### config.mk
export PLATFORM = sky130hd
export DESIGN_NAME = ks_pluck_ctrl
export DESIGN_NICKNAME = d
export VERILOG_FILES = /design/src/rtl/ks_pluck_ctrl.sv
export SDC_FILE = /design/constraint.sdc
export NUM_CORES = 1
export LEC_CHECK = 0
export CAP_MARGIN = 20
export CORE_ASPECT_RATIO = 1.5
export CORE_MARGIN = 2
export CORE_UTILIZATION = 40
export CTS_BUF_LIST = sky130_fd_sc_hd__clkbuf_8
export DETAILED_ROUTE_END_ITERATION = 8
export HOLD_SLACK_MARGIN = 0.05
export PLACE_DENSITY_LB_ADDON = 0.08
export SETUP_SLACK_MARGIN = 0.15
export SLEW_MARGIN = 30
export SYNTH_ARGS = -nofsm -noshare
export SYNTH_HDL_FRONTEND = slang
export SYNTH_SLANG_ARGS = --single-unit
### constraint.sdc
create_clock -name clk -period 6.8 [get_ports clk]
set_input_delay 1.36 -clock clk [delete_from_list [all_inputs] [get_ports clk]]
set_output_delay 1.36 -clock clk [all_outputs]
set_load 0.02 [all_outputs]
### src/rtl/ks_pluck_ctrl.sv
// Karplus-Strong pluck controller: loads LINE_LEN LFSR noise words into the string
// delay line with a strobe, then hands the string over to playback.
//
// state   | meaning
// IDLE    | after reset, waiting for a pluck
// PULSE_L | noise_pulse low phase of one load strobe
// PULSE_H | noise_pulse high phase; string stage shifted on its rise
// GUARD_W | all words loaded, noise_en held so the clock mux settles
// PLAY    | string free-running; a new pluck retriggers
module ks_pluck_ctrl #(
  parameter int LINE_LEN = 700,
  parameter int PULSE_HI = 2,
  parameter int PULSE_LO = 2,
  parameter int GUARD    = 4
) (
  input  logic        clk,
  input  logic        rst_n,
  input  logic        pluck_valid,
  output logic        pluck_ready,
  input  logic [9:0]  pluck_sel,
  input  logic [31:0] pluck_div,
  input  logic [1:0]  pluck_amp,
  output logic [15:0] noise,
  output logic        noise_en,
  output logic        noise_pulse,
  output logic [9:0]  sel_nota,
  output logic [31:0] div_freq_in,
  output logic        done
);

  localparam int CW = $clog2(LINE_LEN + 1);
  localparam int TW = 16;
  localparam logic [15:0] LFSR_SEED = 16'hACE1;
  localparam logic [15:0] LFSR_MASK = 16'hB400;

  typedef enum logic [2:0] {IDLE, PULSE_L, PULSE_H, GUARD_W, PLAY} state_t;

  state_t          state_q, state_d;
  logic [TW-1:0]   tmr_q, tmr_d;
  logic [CW-1:0]   cnt_q, cnt_d, cnt_inc;
  logic [15:0]     lfsr_q, lfsr_d, lfsr_step;
  logic [1:0]      amp_q, amp_d;
  logic [15:0]     noise_q, noise_d;
  logic [9:0]      sel_q, sel_d;
  logic [31:0]     div_q, div_d;
  logic            noise_en_q, noise_en_d;
  logic            noise_pulse_q, noise_pulse_d;
  logic            done_q, done_d;
  logic            accept, upd_noise;

  assign pluck_ready = (state_q == IDLE) || (state_q == PLAY);
  assign accept      = pluck_valid && pluck_ready;
  assign cnt_inc     = cnt_q + CW'(1);
  assign lfsr_step   = lfsr_q[0] ? ((lfsr_q >> 1) ^ LFSR_MASK) : (lfsr_q >> 1);

  always_comb begin
    state_d   = state_q;
    tmr_d     = tmr_q;
    cnt_d     = cnt_q;
    lfsr_d    = lfsr_q;
    amp_d     = amp_q;
    sel_d     = sel_q;
    div_d     = div_q;
    noise_d   = noise_q;
    done_d    = 1'b0;
    upd_noise = 1'b0;

    case (state_q)
      IDLE, PLAY: begin
        if (accept) begin
          sel_d     = pluck_sel;
          div_d     = pluck_div;
          amp_d     = pluck_amp;
          cnt_d     = '0;
          tmr_d     = TW'(PULSE_LO - 1);
          state_d   = PULSE_L;
          upd_noise = 1'b1;
        end
      end
      PULSE_L: begin
        if (tmr_q == '0) begin
          tmr_d   = TW'(PULSE_HI - 1);
          state_d = PULSE_H;
        end else begin
          tmr_d = tmr_q - TW'(1);
        end
      end
      PULSE_H: begin
        if (tmr_q == '0) begin
          // LFSR and noise step on the strobe's falling edge, so the word is
          // stable for the whole next low/high period.
          lfsr_d    = lfsr_step;
          upd_noise = 1'b1;
          cnt_d     = cnt_inc;
          if (cnt_inc < CW'(LINE_LEN)) begin
            tmr_d   = TW'(PULSE_LO - 1);
            state_d = PULSE_L;
          end else begin
            tmr_d   = TW'(GUARD);
            state_d = GUARD_W;
          end
        end else begin
          tmr_d = tmr_q - TW'(1);
        end
      end
      GUARD_W: begin
        // One settle cycle after the last falling strobe, then GUARD cycles.
        if (tmr_q == '0) begin
          done_d  = 1'b1;
          state_d = PLAY;
        end else begin
          tmr_d = tmr_q - TW'(1);
        end
      end
      default: state_d = IDLE;
    endcase

    if (upd_noise) noise_d = 16'($signed(lfsr_d) >>> amp_d);

    noise_pulse_d = (state_d == PULSE_H);
    noise_en_d    = (state_d == PULSE_L) || (state_d == PULSE_H) || (state_d == GUARD_W);
  end

  always_ff @(posedge clk or negedge rst_n) begin
    if (!rst_n) begin
      state_q       <= IDLE;
      tmr_q         <= '0;
      cnt_q         <= '0;
      lfsr_q        <= LFSR_SEED;
      amp_q         <= '0;
      noise_q       <= '0;
      sel_q         <= '0;
      div_q         <= '0;
      noise_en_q    <= 1'b0;
      noise_pulse_q <= 1'b0;
      done_q        <= 1'b0;
    end else begin
      state_q       <= state_d;
      tmr_q         <= tmr_d;
      cnt_q         <= cnt_d;
      lfsr_q        <= lfsr_d;
      amp_q         <= amp_d;
      noise_q       <= noise_d;
      sel_q         <= sel_d;
      div_q         <= div_d;
      noise_en_q    <= noise_en_d;
      noise_pulse_q <= noise_pulse_d;
      done_q        <= done_d;
    end
  end

  assign noise       = noise_q;
  assign noise_en    = noise_en_q;
  assign noise_pulse = noise_pulse_q;
  assign sel_nota    = sel_q;
  assign div_freq_in = div_q;
  assign done        = done_q;

endmodule

After elaboration in Yosys (flattened, before gate mapping)
Cells that the tools add are included.
{ "totals": {"input_bits": 47, "register_bits": 108, "word_cells": 62, "out_inout_bits": 62} }
{ "op_classes": {"muxes": 24, "n_addsub": 2, "bitwise_logic": 1, "shift": 1, "n_reduce_logical": 12, "order_cmp": 1, "n_eq_ne": 10} }
{ "ops": {"columns": ["cell", "n"], "rows": [
  ["16-bit two-way mux", 7],
  ["16-bit one-hot mux with 4 select lines", 1],
  ["10-bit two-way mux", 2],
  ["10-bit one-hot mux with 2 select lines", 1],
  ["16-bit logical NOT", 1],
  ["16-bit by 2-bit >>> shifter with 16-bit output", 1],
  ["16-bit by 1-bit subtractor with 16-bit output, second input constant", 1],
  ["3-bit two-way mux", 5],
  ["3-bit by 2-bit == test with 1-bit output, second input constant", 4],
  ["3-bit one-hot mux with 4 select lines", 1],
  ["10-bit by 1-bit adder with 10-bit output, second input constant", 1],
  ["10-bit < comparator, second input constant", 1],
  ["3-bit by 1-bit == test with 1-bit output, second input constant", 2],
  ["2-bit two-way mux", 3],
  ["2-bit != test, second input constant", 3],
  ["3-bit AND reduction", 2],
  ["3-bit inverter with 4-bit output", 1],
  ["4-bit nonzero test", 1],
  ["3-bit == test, second input constant", 1],
  ["3-bit logical NOT", 1],
  ["1-bit logical OR", 3],
  ["1-bit two-way mux", 3],
  ["1-bit one-hot mux with 2 select lines", 1],
  ["2-bit AND reduction", 1],
  ["other kinds (3)", 3]
]} }

Longest topological paths before layout
{ "logic_depth": {"depth_word": 8, "depth_mapped": 10, "depth_no_buf": 9} }

Least setup slack after synthesis
OpenSTA, ideal clock, no wires.
{ "synth_timing": {"path_kind": "input-to-reg", "startpoint": "in pluck_valid", "endpoint": "reg noise_q[12], in the netlist noise[12]", "setup_time_ns": 0.094, "arrival_ns": 2.999, "path_stages": 8, "required_time_ns": 6.706, "n_path_buf": 2, "setup_slack_ns": 3.707, "cell_sequence": "nor3b_1 -> buf_2 -> mux2i_2 -> buf_2 -> nand2_1 -> a32oi_1 -> a21oi_1 -> a211oi_1"} }
{ "synth_between": {"elab_chain_cells": 4, "word_cells_on_any_way": 6, "cone_classes": "shift: 1; mux: 4; reduce/logical: 1"} }
{ "synth_rtl": {"columns": ["item", "line", "rtl"], "rows": [
  ["from (decl)", "18", "input logic pluck_valid,"],
  ["1-bit logical AND (*)", "52", "assign accept = pluck_valid && pluck_ready;"],
  ["2-bit two-way mux", "70", "if (accept) begin"],
  ["2-bit two-way mux", "68", "case (state_q)"],
  ["16-bit by 2-bit >>> shifter with 16-bit output", "118", "if (upd_noise) noise_d = 16'($signed(lfsr_d) >>> amp_d);"],
  ["to (signal assigned)", "143", "noise_q <= noise_d;"],
  ["to (decl)", "43", "logic [15:0] noise_q, noise_d;"]
]} }
Mark *: on every way between the ends. The rest lies on a longest branch, timed or not.
A chain may end at the register's enable or synchronous reset.

Final worst setup path
{ "layout_timing": {"startpoint": "in pluck_valid", "endpoint": "reg noise_q[6], in the netlist noise[6]"} }
The elaborated chain is that of the path after synthesis.

==> Implementation_results.wiki <==
{| class="wikitable"
! Metric !! Value
|-
| Kind of end point of the critical path || flop
|-
| Critical Path AT || between 4000 and 5000 ps
|-
| Critical path cell sequence || clkdlybuf4s50_1 -> nor3b_2 -> buf_4 -> mux2i_4 -> inv_2 -> nand4_1 -> o32a_1 -> o21ai_0 -> a211oi_1
|-
| EDFF count, synth || 0
|-
| Number of port buffers || between 100 and 150
|-
| CTS max path bufs || 2
|-
| CTS tree || yes
|-
| Number of storage elements in the synthesis netlist || about 110
|-
| Sum of negative setup slack || 0 ps
|-
| Drt first pass iters || 4
|-
| Critical Path Max Stage Delay || roughly 650 ps
|-
| Leading post-synthesis cells by cell area || sky130_fd_sc_hd__dfrtp_1 (47%), sky130_fd_sc_hd__nand2_1 (14%), sky130_fd_sc_hd__dfstp_2 (3.9%)
|-
| Global-route wire length before repair || between 20,000 and 25,000 µm
|-
| Clock Sinks || 108
|-
| Setup clock skew after layout || between 15 and 20 ps
|-
| Fraction of synthesized area in multiplexers || under 10%
|-
| Kind of cell adding the most delay to the critical path || buffers and inverters
|-
| Biggest area consumer among synthesized cells || sky130_fd_sc_hd__dfrtp_1
|-
| Filler cells || ~1,300
|-
| Required time worst endpoint || roughly 7000 ps
|-
| Overall overflow remaining after global route || 0
|-
| Detailed router's first-iteration violation count || 233
|-
| Count of hold buffers inserted by post-cts repair || 0
|-
| Leading post-synthesis cells by instance count || sky130_fd_sc_hd__nand2_1 (206), sky130_fd_sc_hd__dfrtp_1 (100), sky130_fd_sc_hd__nor2_1 (33)
|-
| Number of slew-limit violations in the final report || 0
|-
| Fin area || 6760 µm²
|-
| VDD IR max || 83.6 µV
|-
| Total number of yosys warnings || 0
|-
| Setup Buffers After CTS || 0
|-
| Max transition margin || 47.1%
|-
| Die Outline Area || between 10,000 and 15,000 µm²
|-
| Share of the synthesized area in the top cell type || 46.7%
|-
| DIE HEIGHT || about 150 µm
|-
| Synthesized instance count || 609
|-
| Routability congestion estimate || approximately 0.82
|-
| Vias in the first global route || 4,567
|-
| Fraction of layout cells with a size suffix above 1 || around 7.4%
|-
| Pin count of the biggest net entering global routing || 69
|-
| Simple-gate share of the synthesized area || between 20% and 30%
|-
| Remaining antenna violation count || 0
|-
| Most frequent cell after synthesis || sky130_fd_sc_hd__nand2_1
|-
| Post-detailed-route via-to-cell ratio || ~5.4
|-
| CTS root buffer || sky130_fd_sc_hd__clkbuf_8
|-
| Horizontal die dimension || 98.5 µm
|-
| Max FO, Critical Path || 45
|-
| Distinct cells, synth || between 60 and 70
|-
| Primary flip-flop cell chosen by synthesis mapping || sky130_fd_sc_hd__dfrtp_1
|-
| Critical path class || in2reg
|-
| Leak pwr || 3.04 nW
|-
| Starting utilization of the core area || between 40% and 50%
|-
| Core area || around 13,000 µm²
|-
| Layout Area Growth over Synthesis || 26.2%
|-
| Adder-cell area share of the yosys netlist || less than 1%
|-
| Mean area per synthesized cell || 8.80 µm²
|-
| Post-synth design cell area || approximately 5400 µm²
|-
| FP Rows || 51
|-
| Total clock buffers created by CTS || 9
|-
| Worst path buffer plus inverter count || 3
|-
| Count of endpoints failing setup in the final report || 0
|-
| Via count || 4,654
|-
| Number of ports placed on the die boundary || around 110
|-
| Gates resized, CTS repair || 0
|-
| CP max stage cell || sky130_fd_sc_hd__mux2i_4
|-
| Crit start category || primary input
|-
| Average detailed-routed wire length per instance || 16.0 µm
|-
| Diode count || 0
|-
| Result of the run || completed
|-
| Fraction of synthesis flops using an asynchronous set or reset pin || 100%
|-
| Hold violation total from the final report || 0
|-
| Area fraction in compound gates after synthesis || between 10% and 20%
|-
| Transition time at the pin with the least slew margin || ~790 ps
|-
| RSZ-0062 raised after global routing || false
|-
| Combinational family with the most area after synthesis || simple AND/OR/NAND/NOR gates
|-
| Total global routing track utilization || between 10% and 20%
|-
| Number of antenna violations at the first check in global routing || 0
|-
| Final net count || between 700 and 800
|-
| Mapped Nets || around 660
|-
| Post-detail-place hpwl || 9680 µm
|-
| Xor and xnor fraction of the mapped netlist area || 1.45%
|-
| Sequential share of the synthesized area || about half
|-
| Total power draw || 1.21 mW
|-
| Fin crit share || between 50% and 60%
|-
| Total Routed Length || between 10,000 and 15,000 µm
|-
| # H-tree levels || 3
|-
| Class of the worst hold path || reg2reg
|-
| Minimum clock period after layout || ~4000 ps
|-
| Clock slew seen by the registers of the worst setup and hold paths || about 110 ps
|-
| Clock latency on the worst-skew pair || about 380 ps
|-
| Upper clock frequency limit || around 0.25 GHz
|-
| Max-cap viol count || 0
|-
| Worst hold slack after final layout || 481 ps
|-
| Placed standard-cell area || between 6000 and 7000 µm²
|-
| Cell area power density || 180 nW/µm²
|-
| Post-detailed-route DRC marker count || 0
|}
==> where the power goes <==
group | internal [mW] | switching [mW] | total (mW)
clock | 0.176 | 0.237 | 0.413
sequential | 0.660 | 0.00998 | 0.670
combinational | 0.0662 | 0.0650 | 0.131
total | 0.902 | 0.312 | 1.21
==> tightest hold or removal path: cells and delay by family (launching register included) <==
kind / cells / cell delay (ps)
simple gates: 2 / 100
flops: 1 / 350
==> layout make-up <==
cell class                      count  area (µm²)  share of cell area, %
Multi-Input combinational cell    456        2460                   36.4
Inverter                           13        48.8                  0.722
Tap cell                          159         199                   2.94
Clock buffer                        9         124                   1.83
Clock inverter                      7        81.3                   1.20
Timing Repair Buffer              114        1130                   16.8
Sequential cell                   108        2710                   40.1
==> worst paths after layout <==
path,start,endpoint,slack (ps),depth (start not counted)
worst max-delay path,pluck_valid,noise[6],2820,9
worst min-delay path,sel_nota[6],sel_nota[6],480,2
worst max register to register,tmr_q[0],noise[2],3560,8
worst min register to register,sel_nota[6],sel_nota[6],480,2
max in group asynchronous,rst_n,div_freq_in[9],4820,2
min in group asynchronous,rst_n,div_freq_in[2],980,1
==> cell usage in the layout, fill, tap and decap left out, types with 8 or more instances in the layout <==
cell and count:
sky130_fd_sc_hd__a31oi_1 13, sky130_fd_sc_hd__dfstp_2 8, sky130_fd_sc_hd__clkbuf_8 9, sky130_fd_sc_hd__o211ai_1 9, sky130_fd_sc_hd__nand3_1 10, sky130_fd_sc_hd__a21oi_1 24
sky130_fd_sc_hd__nand2_1 206, sky130_fd_sc_hd__mux2i_1 12, sky130_fd_sc_hd__inv_1 10, sky130_fd_sc_hd__o21ai_0 28, sky130_fd_sc_hd__nor3_1 21, sky130_fd_sc_hd__dfrtp_1 100
sky130_fd_sc_hd__nor2_1 33, sky130_fd_sc_hd__clkdlybuf4s50_1 107
==> per-layer routing <==
metal / part of all wire [%] / GRT usage, % / vias up
met2: 48 / 31.7 / 115
li1: - / - / 2297
met3: 4.2 / 3.60 / 21
met1: 46 / 25.4 / 2221
met5: 0 / 0 / -
met4: 2.1 / 7.74 / 0
==> metrics by stage <==
step | std cells | utilization [%] | setup WS [ps]
floorplan | 609 | - | 3710
global route | 866 | 52.0 | 2620
CTS | 866 | 51.9 | 2510
detailed placement | 850 | 50.3 | 2110
global placement | 848 | 50.1 | 2170
finish | 866 | 52.0 | 2820
==> state kept, by name, indices dropped and copies added (netlist names) <==
| name | flops |
|---|---|
| amp_q | 2 |
| cnt_q | 10 |
| div_freq_in | 32 |
| done | 1 |
| lfsr_q | 16 |
| noise | 16 |
| noise_en | 1 |
| noise_pulse | 1 |
| sel_nota | 10 |
| state_q | 3 |
| tmr_q | 16 |
==> logic make-up after synthesis <==
kind of cell	after synthesis
and+or+nand+nor	313
AOI/OAI and AO/OA	118
DFF	108
buffers and inverters	45
muxes	15
xor gates and xnor gates	8
adders and majority gates	2
Note: power is estimated with default switching activity, not from simulation.
==> variant 1: new RTL, config.mk and constraints unchanged <==
`LINE_LEN`: 700 -> 350.
--- a/src/rtl/ks_pluck_ctrl.sv
+++ b/src/rtl/ks_pluck_ctrl.sv
@@ -9,5 +9,5 @@
 // PLAY    | string free-running; a new pluck retriggers
 module ks_pluck_ctrl #(
-  parameter int LINE_LEN = 700,
+  parameter int LINE_LEN = 350,
   parameter int PULSE_HI = 2,
   parameter int PULSE_LO = 2,
Behaviour: no difference found for any inputs over 10 cycles, from zero or initial values and one cycle with rst_n low; that may be too few to reach the edited logic, so the function may still have changed.
==> variant 1 against the original RTL <==
Total power up 1.6%; non-clock buffer count is 1 lower; first-iteration DRC count is 13% lower; synthesized cell count shrank 3.6%; cell area down 1.4%; area after synthesis fell by 2.1%; sequential cell count fell by 1; worst setup slack worse by 120 ps; routed wire length fell by 1.5%.
==> variant 1: results <==
[global_routing]
grt_pass1_vias = 4645
grt_max_degree = 77
use_met1_pct = 24.1
met3_usage_pct = 3.53
use_met2_pct = 35.2
grt_usage_pct = 20.1
grt_first_pass_wirelength_mm = 23.0

[route]
drtPass1Iterations = 4
viasPerCell = 5.37
drtIter0Drc = 203
final_antenna_net_count = 0
wirelength_mm = 13.7

[place]
dp_hpwl_mm = 9.63
place.gp.congestion = 0.841
place_area_mm2 = 0.00644
port_buffers = 108

[worst_setup_path]
cp_max_fo = 46
crit_start = pluck_valid
r2r_slack_ps = 3500
cp.arrival_ps = 4360
r2r-end = noise[11]
worstSetupEndpoint = noise[1]

[clocking]
insertion_delay_ps = 380
clockBufferDepth = 2
cts_setup_buffers = 0
clk_pin_slew_ps = 100

[sta]
relSlewSlack_pct = 49.4
whs_ps = 481
finalClockSkew_ps = 10.4
post-route-period-util_pct = 60.3

[layout]
drive_above_1_share_pct = 8.56
nets = 733

[min_path]
hold_end = div_freq_in[16]
min_from = div_freq_in[16]

[status]
status = completed

[logic_synthesis]
seq_area_frac_synth_pct = 51.2
synth_top_cells_by_count = nand2_1 (188), dfrtp_1 (99), nor2_1 (37), a21oi_1 (30), o21ai_0 (24)
synth_fp_nets = 636
synth-edff-count = 0
synth_area_leaders = dfrtp_1 (47%), nand2_1 (13%), dfstp_2 (4.0%)
synth_cell_types = 69
async_flop_share_pct = 100

[power]
power_switching_mw = 0.295
p_leak_nw = 2.91
peakVddDrop_uv = 86.8
[variant 1: cell count changes after synthesis, moves of 6 or more]
cell and change:
nand2_1 -18, or3_1 +13, a31oi_1 -8, clkbuf_1 -7
a21oi_1 +6, o22a_1 +6
[variant 1: worst max-delay path, cell delays in order]
cell and delay, ps:
clkdlybuf4s50_1 490, nor3b_2 170, buf_4 480, mux2i_4 590, inv_1 170, a21oi_1 570
nor2_1 150, a221oi_1 280, nor3_1 100
[variant 1: through the flow]
step           cells  worst slack, ps
6_report         848             2700
5_1_grt          848             2520
4_1_cts          848             2650
3_5_place_dp     832             2270
3_3_place_gp     832             2380
2_1_floorplan    587             3490
[variant 1: kinds of logic (layout without fill, tap and decap cells)]
logic type,count (synthesis),count (layout),share of synthesized area [%]
compound gates,112,112,14.6
xor+xnor,7,7,1.17
fa+ha+maj,2,2,0.477
buf+inv,38,140,3.24
flops,107,107,51.2
mux,11,11,2.41
simple gates,310,310,26.9
[variant 1: layer usage]
metal  vias up  part of all wire [%]
met3        32                   5.2
met4         0                   2.8
met1      2162                    42
met2       142                    50
met5         -                     0
li1       2219                     -
[variant 1: power groups by stage]
stage                     clock network, mW  registers, mW  logic [mW]
after floorplan                           0          0.698      0.0279
after global placement                    0          0.676       0.132
after detailed placement                  0          0.677       0.132
after CTS                             0.452          0.664       0.133
after global routing                  0.478          0.666       0.142
final                                 0.439          0.664       0.131
[variant 1: cell type report]
type / instances / area, um^2
fillers: 1211 / 6220
flip-flops and latches: 107 / 2690
multi-input cells: 442 / 2400
repair buffers: 113 / 1120
well taps: 159 / 199
clock buffers: 10 / 138
clock inverters: 6 / 88.8
inverters: 11 / 41.3
==> variant 2: new RTL, config.mk and constraints unchanged <==
Without the edit above. Add an input register stage for `pluck_div`, with the module's reset; this delays it by one clock. The other inputs are not delayed to match.
--- a/src/rtl/ks_pluck_ctrl.sv
+++ b/src/rtl/ks_pluck_ctrl.sv
@@ -36,4 +36,14 @@
   typedef enum logic [2:0] {IDLE, PULSE_L, PULSE_H, GUARD_W, PLAY} state_t;
 
+  logic [31:0] pluck_div_q;
+
+  always_ff @(posedge clk or negedge rst_n) begin
+    if (!rst_n) begin
+      pluck_div_q <= '0;
+    end else begin
+      pluck_div_q <= pluck_div;
+    end
+  end
+
   state_t          state_q, state_d;
   logic [TW-1:0]   tmr_q, tmr_d;
@@ -70,5 +80,5 @@
         if (accept) begin
           sel_d     = pluck_sel;
-          div_d     = pluck_div;
+          div_d     = pluck_div_q;
           amp_d     = pluck_amp;
           cnt_d     = '0;
Formal check against the unedited RTL: not equivalent (Yosys sat finds a counterexample within 4 cycles, from zero or initial values and one cycle with rst_n low).
==> variant 2 against the original RTL <==
Cell area rose by 15%; routed wire length rose by 4.2%; worst setup slack improved by 57 ps; synthesized cell count fell by 11%; clock power rose by 92%; worst hold slack got worse by 7.1 ps; register-to-register slack improved by 100 ps; sequential cell count rose by 32; critical path type unchanged; area after synthesis rose by 13%; cell count fell by 0.12%; clock skew fell by 5.0 ps; non-clock buffer count did not move; total power rose by 43%.
==> variant 2: results <==
[status]
status = completed

[sta]
whs_ps = 474
finalClockSkew_ps = 10.2
fmax_mhz = 255

[min_path]
hold_end = div_freq_in[6]
min_from = pluck_div_q[6]
whs_path_depth = 1

[layout]
nets = 703
drive_above_1_share_pct = 15.9
multi_input_gates = 367
seq_cells = 140

[logic_synthesis]
synth_cell_types = 58
synth_fp_nets = 595
synth_area_leaders = dfrtp_1 (55%), mux2_2 (8.2%), nand2_1 (4.3%)

[global_routing]
grt_pass1_vias = 4886
grt_usage_pct = 18.5
grt_first_pass_wirelength_mm = 23.6

[worst_setup_path]
cp_slowest_cell = mux2i_1
r2r-start = tmr_q[6]
r2r_slack_ps = 3660
cp_max_fo = 48

[place]
place_ws_ps = 2400
place.gp.congestion = 0.870
dp_hpwl_mm = 10.0
place_area_mm2 = 0.00733

[power]
p_leak_nw = 3.42

[floorplan]
nWellTaps = 199

[clocking]
clk_pin_slew_ps = 80
insertion_delay_ps = 450

[route]
wl_per_cell_um = 16.7
==> variant 2: kinds of logic after synthesis <==
group | after synthesis | synth area share, %
simple gates | 176 | 14.6
flops | 140 | 58.1
compound gates | 130 | 13.4
mux | 49 | 9.22
buf+inv | 38 | 2.77
xor+xnor | 9 | 1.30
fa+ha+maj | 3 | 0.621
==> variant 2: routing by layer <==
metal  share of wire [%]  vias to the layer above  wire [um]  GRT usage (%)
met4                 2.9                        0        413           9.14
li1                    -                     2183          -              -
met5                   0                        -          0              0
met1                  40                     2292       5740           21.1
met3                 5.5                       30        789           6.32
met2                  52                      135       7520           31.0
==> variant 2: critical path, delay by kind of cell <==
family                 cells  cell delay [ps]
buffers and inverters      3             1040
muxes                      1              760
AOI/OAI and AO/OA          2              310
and+or+nand+nor            2              800
==> variant 2: power breakdown <==
part	total, mW	internal (mW)	switching (mW)
Combinational	0.0892	0.0461	0.0431
Sequential	0.855	0.849	0.00662
Clock	0.792	0.446	0.346
